### config.mk
export PLATFORM = sky130hd
export DESIGN_NAME = fetch_pc_seq_flat
export DESIGN_NICKNAME = d
export VERILOG_FILES = /design/src/rtl/fetch_pc_seq_if.sv /design/src/rtl/fetch_pc_seq.sv /design/src/flat_wrapper.sv
export SDC_FILE = /design/constraint.sdc
export NUM_CORES = 1
export LEC_CHECK = 0
export CORE_MARGIN = 1.5
export CORE_UTILIZATION = 48
export CTS_BUF_LIST = sky130_fd_sc_hd__clkbuf_4
export CTS_CLUSTER_SIZE = 30
export DETAILED_ROUTE_END_ITERATION = 8
export GPL_ROUTABILITY_DRIVEN = 1
export PLACE_DENSITY = 0.92
export SETUP_SLACK_MARGIN = 0.2
export SYNTH_ARGS = -nofsm -noshare
export SYNTH_HDL_FRONTEND = slang
export SYNTH_SLANG_ARGS = --single-unit
### constraint.sdc
create_clock -name clk -period 4.1 [get_ports clk]
set_clock_uncertainty 0.1 [all_clocks]
set_input_delay 0.41 -clock clk [delete_from_list [all_inputs] [get_ports clk]]
set_output_delay 0.41 -clock clk [all_outputs]
set_load 0.02 [all_outputs]
### src/rtl/fetch_pc_seq_if.sv
// Fetch unit bus bundle: instruction-memory req/gnt/rvalid channel plus the
// valid/ready channel that hands fetched words to decode.
interface fetch_pc_seq_if #(
   parameter int PC_W    = 8,
   parameter int INSTR_W = 32
);
   logic               imem_req;
   logic [PC_W-1:0]    imem_addr;
   logic               imem_gnt;
   logic               imem_rvalid;
   logic [INSTR_W-1:0] imem_rdata;
   logic [INSTR_W-1:0] instr;
   logic [PC_W-1:0]    instr_pc;
   logic               instr_valid;
   logic               dec_ready;

   modport master (
      output imem_req, imem_addr, instr, instr_pc, instr_valid,
      input  imem_gnt, imem_rvalid, imem_rdata, dec_ready
   );

   modport slave (
      input  imem_req, imem_addr, instr, instr_pc, instr_valid,
      output imem_gnt, imem_rvalid, imem_rdata, dec_ready
   );
endinterface

### src/rtl/fetch_pc_seq.sv
// Program-counter sequencer and fetch controller: one outstanding imem request,
// branch redirects from senable/etq, halts once the EXIT_PC instruction is taken.
module fetch_pc_seq #(
   parameter int              PC_W     = 8,
   parameter int              PC_STEP  = 4,
   parameter logic [PC_W-1:0] RESET_PC = 8'h00,
   parameter logic [PC_W-1:0] EXIT_PC  = 8'h80,
   parameter int              INSTR_W  = 32
) (
   input  logic            clk,
   input  logic            rst,
   input  logic            run,
   input  logic            senable,
   input  logic [PC_W-1:0] etq,
   output logic            halt,
   fetch_pc_seq_if.master  bus
);

   localparam logic [PC_W-1:0] STEP = PC_W'(PC_STEP);

   typedef enum logic [2:0] {IDLE, REQ, WAIT_RSP, HOLD, HALT} state_t;

   state_t             state;
   state_t             state_nxt;
   logic [PC_W-1:0]    pc;
   logic [PC_W-1:0]    fetch_pc;
   logic               kill;
   logic [INSTR_W-1:0] instr_q;
   logic [PC_W-1:0]    instr_pc_q;
   logic               instr_valid_q;

   always_ff @(posedge clk) begin
      if (rst) state <= IDLE;
      else     state <= state_nxt;
   end

   // A redirect always forces a fresh request; a response that is killed or
   // collides with a redirect is dropped and the fetch restarts from pc.
   always_comb begin
      state_nxt = state;
      case (state)
         IDLE:     if (run) state_nxt = REQ;
         REQ:      if (bus.imem_gnt) state_nxt = WAIT_RSP;
         WAIT_RSP: if (bus.imem_rvalid) state_nxt = (kill || senable) ? REQ : HOLD;
         HOLD: begin
            if (senable)                    state_nxt = REQ;
            else if (bus.dec_ready) begin
               if (instr_pc_q == EXIT_PC)   state_nxt = HALT;
               else if (run)                state_nxt = REQ;
               else                         state_nxt = IDLE;
            end
         end
         HALT:     state_nxt = HALT;
         default:  state_nxt = IDLE;
      endcase
   end

   always_comb begin
      bus.imem_req    = (state == REQ);
      bus.imem_addr   = pc;
      bus.instr       = instr_q;
      bus.instr_pc    = instr_pc_q;
      bus.instr_valid = instr_valid_q;
   end

   // kill marks the single in-flight request as stale after a redirect, so its
   // response is discarded whenever it eventually returns.
   always_ff @(posedge clk) begin
      if (rst) begin
         pc            <= RESET_PC;
         fetch_pc      <= '0;
         kill          <= 1'b0;
         instr_q       <= '0;
         instr_pc_q    <= '0;
         instr_valid_q <= 1'b0;
         halt          <= 1'b0;
      end else begin
         case (state)
            REQ: begin
               if (bus.imem_gnt) begin
                  fetch_pc <= pc;
                  if (senable) kill <= 1'b1;
               end
            end
            WAIT_RSP: begin
               if (bus.imem_rvalid) begin
                  kill <= 1'b0;
                  if (!kill && !senable) begin
                     instr_q       <= bus.imem_rdata;
                     instr_pc_q    <= fetch_pc;
                     instr_valid_q <= 1'b1;
                     pc            <= fetch_pc + STEP;
                  end
               end else if (senable) begin
                  kill <= 1'b1;
               end
            end
            HOLD: begin
               if (senable || bus.dec_ready) begin
                  instr_valid_q <= 1'b0;
                  if (!senable && instr_pc_q == EXIT_PC) halt <= 1'b1;
               end
            end
            default: ;
         endcase
         if (senable && state != HALT) pc <= etq;
      end
   end

endmodule
### src/flat_wrapper.sv
// flat-port wrapper written by rule: the top's interface ports become plain ports
module fetch_pc_seq_flat 
#(
   parameter int              PC_W     = 8,
   parameter int              PC_STEP  = 4,
   parameter logic [PC_W-1:0] RESET_PC = 8'h00,
   parameter logic [PC_W-1:0] EXIT_PC  = 8'h80,
   parameter int              INSTR_W  = 32
)
  (clk, rst, run, senable, etq, halt, bus_imem_req, bus_imem_addr, bus_instr, bus_instr_pc, bus_instr_valid, bus_imem_gnt, bus_imem_rvalid, bus_imem_rdata, bus_dec_ready);
  fetch_pc_seq_if #(.PC_W(PC_W), .INSTR_W(INSTR_W)) bus_i ();
  input  logic clk;
  input  logic rst;
  input  logic run;
  input  logic senable;
  input  logic [PC_W-1:0] etq;
  output logic halt;
  output wire logic [$bits(bus_i.imem_req)-1:0] bus_imem_req;
  output wire logic [$bits(bus_i.imem_addr)-1:0] bus_imem_addr;
  output wire logic [$bits(bus_i.instr)-1:0] bus_instr;
  output wire logic [$bits(bus_i.instr_pc)-1:0] bus_instr_pc;
  output wire logic [$bits(bus_i.instr_valid)-1:0] bus_instr_valid;
  input wire logic [$bits(bus_i.imem_gnt)-1:0] bus_imem_gnt;
  input wire logic [$bits(bus_i.imem_rvalid)-1:0] bus_imem_rvalid;
  input wire logic [$bits(bus_i.imem_rdata)-1:0] bus_imem_rdata;
  input wire logic [$bits(bus_i.dec_ready)-1:0] bus_dec_ready;
  assign bus_imem_req = bus_i.imem_req;
  assign bus_imem_addr = bus_i.imem_addr;
  assign bus_instr = bus_i.instr;
  assign bus_instr_pc = bus_i.instr_pc;
  assign bus_instr_valid = bus_i.instr_valid;
  assign bus_i.imem_gnt = bus_imem_gnt;
  assign bus_i.imem_rvalid = bus_imem_rvalid;
  assign bus_i.imem_rdata = bus_imem_rdata;
  assign bus_i.dec_ready = bus_dec_ready;
  fetch_pc_seq #(.PC_W(PC_W), .PC_STEP(PC_STEP), .RESET_PC(RESET_PC), .EXIT_PC(EXIT_PC), .INSTR_W(INSTR_W)) u_core (.clk(clk), .rst(rst), .run(run), .senable(senable), .etq(etq), .halt(halt), .bus(bus_i));
endmodule
==> results of run 1 <==
[cells by family after synthesis]
kind of cell               share of synthesized area (%)
AOI/OAI and AO/OA                                   16.5
buffers and inverters                               4.76
muxes                                              0.410
xor gates and xnor gates                            1.43
and+or+nand+nor                                     25.6
DFF                                                 50.8
adders and majority gates                          0.512
[registers in the layout (all words and copies together) (netlist names)]
| name | count |
|---|---|
| u_core.bus.instr | 32 |
| u_core.bus.imem_addr | 8 |
| u_core.bus.instr_pc | 8 |
| u_core.fetch_pc | 8 |
| u_core.state | 3 |
| u_core.bus.instr_valid | 1 |
| u_core.halt | 1 |
| u_core.kill | 1 |
[layer usage]
layer	share of wire (%)	track usage, %	routed length, um
met3	7.8	7.45	482
met4	1.7	8.69	106
met1	41	26.8	2530
met5	0	0	0
met2	49	39.1	3050
[through the flow]
step,std cells,total power [uW],util [%]
after detailed placement,452,833,70.9
after CTS,468,1220,73.6
after global routing,468,1270,73.6
after floorplan,307,744,-
after global placement,452,830,70.9
final,468,1220,73.6
[cell usage in the layout (no fill, tap or decap), drive strengths merged, types with 2 or more instances in the layout]
cell	synthesis	routed
clkinv	0	5
a311oi	2	2
nand2b	3	3
nand4b	2	2
clkbuf	14	10
or3b	2	2
clkdlybuf4s50	0	96
nand2	104	104
dfxtp	62	62
buf	8	4
nand3	7	7
o21ai	2	2
o41ai	3	3
nor2b	2	2
inv	3	3
nand3b	4	4
a21oi	51	51
a31oi	2	2
nor2	14	14
xnor2	3	3
[worst register-to-register path, stage by stage (launching register included)]
cell	delay [ns]
sky130_fd_sc_hd__dfxtp_1	0.42
sky130_fd_sc_hd__or4b_1	0.61
sky130_fd_sc_hd__or3b_1	0.67
sky130_fd_sc_hd__buf_4	0.36
sky130_fd_sc_hd__nand2_1	0.12
sky130_fd_sc_hd__a21oi_1	0.07
[path summary, 6_finish.rpt]
kind,from,to,slack [ns]
setup / recovery,senable,u_core.bus.instr[27],1.51
hold / removal,u_core.bus.instr[9],u_core.bus.instr[9],0.36
setup reg to reg,u_core.state[0],u_core.bus.instr[27],1.60
hold reg to reg,u_core.bus.instr[9],u_core.bus.instr[9],0.36
[cells in the mapped netlist, drive strengths merged]
| master | count | area share, % |
|---|---|---|
| nand2 | 104 | 16 |
| dfxtp | 62 | 51 |
| a21oi | 51 | 10 |
| clkbuf | 14 | 2.2 |
| nor2 | 14 | 2.2 |
| buf | 8 | 2.1 |
| nand3 | 7 | 1.4 |
| nand3b | 4 | 1.2 |
| inv | 3 | 0.46 |
| nand2b | 3 | 0.77 |
| o41ai | 3 | 1.1 |
| xnor2 | 3 | 1.1 |
| a311oi | 2 | 0.72 |
| a31oi | 2 | 0.51 |
| nand4b | 2 | 0.72 |
| nor2b | 2 | 0.51 |
| o21ai | 2 | 0.41 |
| or3b | 2 | 0.72 |
| a21boi | 1 | 0.31 |
| a21o | 1 | 0.31 |
| a221oi | 1 | 0.36 |
| a41oi | 1 | 0.36 |
| and2 | 1 | 0.26 |
| and3 | 1 | 0.26 |
| and4b | 1 | 0.41 |
| ha | 1 | 0.51 |
| mux2i | 1 | 0.41 |
| nor3 | 1 | 0.20 |
| nor3b | 1 | 0.31 |
| nor4 | 1 | 0.26 |
| o211ai | 1 | 0.31 |
| o21a | 1 | 0.31 |
| o311ai | 1 | 0.67 |
| o31a | 1 | 0.36 |
| o32ai | 1 | 0.36 |
| or4b | 1 | 0.41 |
| xor2 | 1 | 0.36 |
[area by class of cell]
| cell class | instances | area (um^2) |
|---|---|---|
| Clock buffer | 10 | 75.1 |
| Clock inverter | 6 | 52.6 |
| Fill cell | 404 | 1270 |
| Inverter | 3 | 11.3 |
| Multi-Input combinational cell | 220 | 1090 |
| Sequential cell | 62 | 1240 |
| Tap cell | 67 | 83.8 |
| Timing Repair Buffer | 100 | 988 |
[where the power goes]
group / internal, uW / leakage (uW) / switching (uW)
Combinational: 92.0 / 0.000627 / 87.2
Sequential: 621 / 0.000502 / 20.7
Clock: 186 / 0.0000750 / 210
Total: 899 / 0.00120 / 318
==> flow_summary.rst, run 1 <==
.. list-table::
   :header-rows: 1

   * - Metric
     - Value
   * - Slowest stage delay, CP
     - ~0.67 ns
   * - Buffer type at the clock tree root
     - sky130_fd_sc_hd__clkbuf_4
   * - Power density over cell area
     - about 340 nW/um^2
   * - Worst-Skew Late Latency
     - 0.39 ns
   * - Number of setup violations in the final report
     - 0
   * - Sort of element at the start of the critical path
     - input pin
   * - Horiz. Die Dim
     - 74.4 um
   * - Overall routed net length
     - 6.17 mm
   * - Worst endpoint data arrival time
     - approximately 2.7 ns
   * - Setup repair after global routing missed its margin
     - false
   * - CTS resizes
     - 0
   * - Number of buffer cells added on primary ports
     - 97
   * - Number of buffers inserted during clock tree synthesis
     - 9
   * - Max-slew violation count
     - 0
   * - Post-route ant nets
     - 0
   * - Layout cell share with drive strength beyond 1
     - under 10%
   * - Endpoint required time on the critical path
     - approximately 4.2 ns
   * - Antenna diode count
     - 0
   * - Sum of negative setup slack
     - 0 ns
   * - Total number of placement rows
     - 25
   * - Number of buffers inserted for hold repair after clock tree synthesis
     - 0
   * - Antenna violations before repair
     - 0
   * - VDD IR-drop max
     - roughly 200 uV
   * - Placer Congestion
     - 0.902
   * - Post-CTS setup repair buffer count
     - 0
   * - Total grt overflow
     - 0
   * - Count of maximum capacitance violations
     - 0
   * - Classification of the worst-slack hold path
     - reg2reg
   * - Ordered cell list for the critical path
     - clkdlybuf4s50_1, or4b_1, or3b_1, buf_4, nand2_1, a21oi_1
   * - Initial Util
     - 50.7%
   * - Routed via count divided by cell count
     - just over 5
   * - Largest net degree at the start of global routing
     - 67
   * - Buffers and inverters on the worst path
     - 2
   * - Post-DR wirelength/cell
     - roughly 13 um
   * - Critical path class
     - in2reg
   * - Hold path cells
     - 2
   * - Share of the yosys chip area belonging to registers
     - approximately half
   * - Pre-CTS setup slack
     - roughly 1.1 ns
   * - Post-Synthesis Mean Instance Area
     - approximately 8 um^2
   * - Area after detailed placement
     - 3420 um^2
   * - DRC violation count after routing
     - 0
   * - DIE AREA
     - around 5500 um^2
   * - Number of storage elements in the synthesis netlist
     - 62
   * - Synthesized netlist net count
     - between 300 and 400
   * - Synth Warn #
     - 0
   * - Number of nets at the end of the flow
     - roughly 440
   * - Count of clock tree sinks
     - 62
   * - Worst Hold Slack
     - 0.357 ns
   * - Yosys cell types
     - 41
   * - Initial DRT Pass Iterations
     - 4
   * - Placeable core area
     - between 4000 and 5000 um^2
   * - P&R area growth vs syn
     - 45.0%
   * - Leakage power of the design
     - around 0.0012 uW
   * - Minimum clock period
     - ~2.6 ns
   * - Logic depth of the worst register-to-register path
     - 5
   * - Clock slew at the register clock pins of the worst setup and hold paths
     - roughly 0.090 ns
   * - Via count of the first global-routing pass
     - about 2200
   * - Highest clock rate
     - a little under 400 MHz
   * - Critical-path maximum fanout
     - 32
   * - Chip Height
     - around 74 um
   * - Critical Path Stages
     - 6
   * - Worst Slack Setup Final
     - around 1.5 ns
   * - DPL Wire Length
     - approximately 4.4 mm
   * - Result of the run
     - finished clean
   * - Cells after Synth
     - ~310
   * - First-iteration detailed-routing DRC count
     - 143
   * - Gr usage total
     - a little under a quarter
   * - Post-synthesis cell area
     - between 2000 and 2500 um^2
   * - Count of vias placed by the detailed router
     - approximately 2400
   * - Tightest Pin Transition
     - 1.14 ns
   * - Fin area
     - between 3000 and 4000 um^2
   * - Wire length of the first global-routing pass
     - 9.67 mm
   * - Bufs on Longest Clock Path
     - 2
   * - CP max-delay cell
     - sky130_fd_sc_hd__or3b_1
   * - Cell class contributing the biggest share of worst-path delay
     - simple AND/OR/NAND/NOR gates
   * - Number of hold violations in the final report
     - 0
   * - Normalized max-slew margin
     - 24.1%
   * - Final Cycle Share
     - a little over three fifths
   * - Type of element capturing the critical path
     - flip-flop
   * - Maximum level of the CTS H-tree
     - 3
   * - TritonCTS clock tree
     - done
   * - Num ports
     - about 100
Note: power is estimated with default switching activity, not from simulation.
==> inputs of run 2 (changes only) <==
--- a/config.mk
+++ b/config.mk
@@ -6,12 +6,12 @@
 export NUM_CORES = 1
 export LEC_CHECK = 0
 export CORE_MARGIN = 1.5
-export CORE_UTILIZATION = 48
+export CORE_UTILIZATION = 40
 export CTS_BUF_LIST = sky130_fd_sc_hd__clkbuf_4
 export CTS_CLUSTER_SIZE = 30
 export DETAILED_ROUTE_END_ITERATION = 8
 export GPL_ROUTABILITY_DRIVEN = 1
-export PLACE_DENSITY = 0.92
+export PLACE_DENSITY = 0.82
 export SETUP_SLACK_MARGIN = 0.2
 export SYNTH_ARGS = -nofsm -noshare
 export SYNTH_HDL_FRONTEND = slang
==> constraint.sdc (replaced) <==
create_clock -name clk -period 2.2 [get_ports clk]
set_clock_uncertainty 0.1 [all_clocks]
set_input_delay 0.22 -clock clk [delete_from_list [all_inputs] [get_ports clk]]
set_output_delay 0.22 -clock clk [all_outputs]
set_load 0.02 [all_outputs]
==> run 2 against run 1 <==
  * Final area is 7.5% higher
  * Register-to-register slack worse by 1.4 ns
  * Critical path type is now reg2reg
  * Sequential power is 85% higher
  * Cell count is 4.5% higher
  * Clock-buffer cell count stayed put
  * Critical path depth is 1 lower
  * Sequential share of layout area is 2.4 points lower
  * Highest routed layer unchanged
  * Largest cell class unchanged
==> flow_summary.rst, run 2 (same netlist as run 1, synthesis figures left out) <==
.. list-table::
   :header-rows: 1

   * - Metric
     - Value
   * - Result of the run
     - finished clean (unchanged)
   * - Initial Util
     - 41.3% (was 50.7%)
   * - Met1 usage
     - 23.8% (was 26.8%)
   * - Worst Hold Slack
     - 0.229 ns (was 0.357 ns)
   * - Overall routed net length
     - 6.59 mm (was 6.17 mm)
   * - Number of setup violations in the final report
     - 0 (unchanged)
   * - Power density over cell area
     - 637 nW/um^2 (was 343 nW/um^2)
   * - Count of vias placed by the detailed router
     - 2480 (was 2393)
   * - DRC violation count after routing
     - 0 (unchanged)
   * - Critical-path maximum fanout
     - 10 (was 32)
   * - Antenna violations before repair
     - 0 (unchanged)
   * - TritonCTS clock tree
     - done (unchanged)
   * - Global routing usage on met3
     - 4.49% (was 7.45%)
   * - Buffer type at the clock tree root
     - sky130_fd_sc_hd__clkbuf_4 (unchanged)
   * - Total number of placement rows
     - 28 (was 25)
   * - Portion of total power attributed to the clock network
     - 35.1% (was 32.5%)
   * - Switching power share of the total
     - 25.0% (was 26.1%)
   * - Chip Height
     - 81.2 um (was 74.4 um)
   * - Gr usage total
     - 20.0% (was 22.9%)
   * - First-iteration detailed-routing DRC count
     - 106 (was 143)
   * - Normalized max-slew margin
     - 61.3% (was 24.1%)
   * - Leading cell types in the layout, fill and taps excluded
     - sky130_fd_sc_hd__nand2_1 (99), sky130_fd_sc_hd__clkdlybuf4s50_1 (95), sky130_fd_sc_hd__dfxtp_1 (60), sky130_fd_sc_hd__a21oi_1 (44), sky130_fd_sc_hd__nor2_1 (14) (was sky130_fd_sc_hd__nand2_1 (104), sky130_fd_sc_hd__clkdlybuf4s50_1 (96), sky130_fd_sc_hd__dfxtp_1 (62), sky130_fd_sc_hd__a21oi_1 (51), sky130_fd_sc_hd__nor2_1 (14))
   * - VDD IR-drop max
     - 405 uV (was 202 uV)
   * - Initial DRT Pass Iterations
     - 4 (unchanged)
   * - Number of buffers inserted during clock tree synthesis
     - 9 (unchanged)
   * - Sort of element at the start of the critical path
     - flip-flop (was input pin)
   * - Number of buffers inserted for hold repair after clock tree synthesis
     - 0 (unchanged)
   * - Total net switching power
     - 606 uW (was 318 uW)
   * - Most common cell after layout, fill and taps aside
     - sky130_fd_sc_hd__nand2_1 (unchanged)
   * - Internal power contribution
     - 1820 uW (was 899 uW)
   * - Worst endpoint data arrival time
     - 2.14 ns (was 2.71 ns)
   * - DPL Wire Length
     - 4.55 mm (was 4.37 mm)
   * - Highest clock rate
     - just over 500 MHz
   * - Leakage power of the design
     - 0.00131 uW (was 0.00120 uW)
   * - Logic depth of the worst register-to-register path
     - 5 (unchanged)
   * - Count of maximum capacitance violations
     - 0 (unchanged)
   * - Horiz. Die Dim
     - 81.2 um (was 74.4 um)
   * - Post-DR wirelength/cell
     - 13.5 um (was 13.2 um)
   * - Number of buffer cells added on primary ports
     - 97 (unchanged)
   * - Number of nets at the end of the flow
     - 458 (was 444)
   * - Critical path class
     - reg2reg (was in2reg)
   * - Final Cycle Share
     - between 90 and 100%
   * - Worst-Skew Late Latency
     - 0.39 ns (about the same)
   * - Count of clock tree sinks
     - 62 (unchanged)
   * - Pre-CTS setup slack
     - -0.0917 ns (was 1.12 ns)
   * - Total design power
     - 2430 uW (was 1220 uW)
   * - Classification of the worst-slack hold path
     - in2reg (was reg2reg)
   * - Number of flip-flops in the largest register
     - 32 (unchanged)
   * - Number of hold violations in the final report
     - 0 (unchanged)
   * - Max-slew violation count
     - 0 (unchanged)
   * - DIE AREA
     - 6590 um^2 (was 5530 um^2)
   * - Area after detailed placement
     - 3520 um^2 (was 3420 um^2)
   * - Largest net degree at the start of global routing
     - 35 (was 67)
   * - Reg2Reg Setup Slack
     - 0.22 ns (was 1.60 ns)
   * - P&R area growth vs syn
     - 55.9% (was 45.0%)
   * - Endpoint required time on the critical path
     - 2.36 ns (was 4.23 ns)
   * - Setup repair after global routing missed its margin
     - true (was false)
   * - Placer Congestion
     - 0.765 (was 0.902)
   * - Antenna diode count
     - 0 (unchanged)
   * - Type of element capturing the critical path
     - flip-flop (unchanged)
   * - Post-route ant nets
     - 0 (unchanged)
   * - Hold path cells
     - 2 (unchanged)
   * - Met2 GRT Util
     - 33.5% (was 39.1%)
   * - Routed via count divided by cell count
     - 5.07 (was 5.11)
   * - Wire length of the first global-routing pass
     - 10.0 mm (was 9.67 mm)
   * - Layer with the highest usage after global routing
     - met2 (unchanged)
   * - Bufs on Longest Clock Path
     - 2 (unchanged)
   * - Number of filler instances in the final layout
     - 517 (was 404)
   * - Tightest Pin Transition
     - 0.580 ns (was 1.14 ns)
   * - Storage cell area
     - 1240 um^2 (about the same)
   * - Fin area
     - 3810 um^2 (was 3540 um^2)
   * - Multi-input logic area
     - 1160 um^2 (was 1090 um^2)
   * - Maximum level of the CTS H-tree
     - 3 (unchanged)
   * - Placeable core area
     - 5920 um^2 (was 4820 um^2)
   * - Gate power share
     - 16.0% (was 14.7%)
   * - Total grt overflow
     - 0 (unchanged)
   * - Reg power frac
     - 48.9% (was 52.8%)
   * - Worst Slack Setup Final
     - 0.220 ns (was 1.51 ns)
   * - Share of the core filled with cells in the final layout
     - 64.3% (was 73.6%)
   * - Minimum clock period
     - 1.98 ns
   * - Clock slew at the register clock pins of the worst setup and hold paths
     - 0.10 ns (was 0.09 ns)
   * - Via count of the first global-routing pass
     - 2213 (was 2221)
   * - Layout cell share with drive strength beyond 1
     - 12.6% (was 5.24%)
   * - Num ports
     - 98 (unchanged)
## run 2: layout make-up
class,count,area share [%]
clock inverter,5,1.97
clock buffer,10,1.97
sequential,62,32.7
inverter,3,0.296
multi-input combinational,220,30.5
tap,75,2.46
timing repair buffer,114,30.2
## run 2: per-stage QoR
stage	TNS (ns)	cells
floorplan	0	307
global placement	-1.00	471
detailed placement	-2.63	471
CTS	0	486
global route	0	489
finish	0	489
## run 2: power groups by stage
stage	Combinational (uW)	Clock, uW	Sequential, uW
4_1_cts	370	876	1180
3_5_place_dp	372	0	1210
6_report	389	852	1190
5_1_grt	421	921	1190
3_3_place_gp	367	0	1210
2_1_floorplan	156	0	1230
## run 2: what timing repair did
| item | in CTS | in global routing |
|---|---|---|
| resized for setup | 2 | 26 |
| gates cloned | 0 | 2 |
| setup buffers | 0 | 1 |
| setup endpoints to repair | 3 | 32 |
| pin swaps | 0 | 9 |
## run 2: critical path: stages (launching register included)
cell                      delay (ns)
sky130_fd_sc_hd__dfxtp_2        0.34
sky130_fd_sc_hd__or4b_4         0.52
sky130_fd_sc_hd__or3b_1         0.47
sky130_fd_sc_hd__buf_4          0.21
sky130_fd_sc_hd__nor2_1         0.12
sky130_fd_sc_hd__o41ai_1        0.08
## run 2: path summary, 6_finish.rpt
| check | start | endpoint |
|---|---|---|
| min reg2reg | u_core.bus.instr[9] | u_core.bus.instr[9] |
| max reg2reg | u_core.state[0] | u_core.bus.imem_addr[5] |
| min | rst | u_core.bus.instr[4] |
| max | u_core.state[0] | u_core.bus.imem_addr[5] |
## run 2: metal layers
layer,vias to the layer above,part of all wire (%)
met1,1155,43
met3,12,6.0
li1,1234,-
met4,0,2.0
met5,-,0
met2,79,49
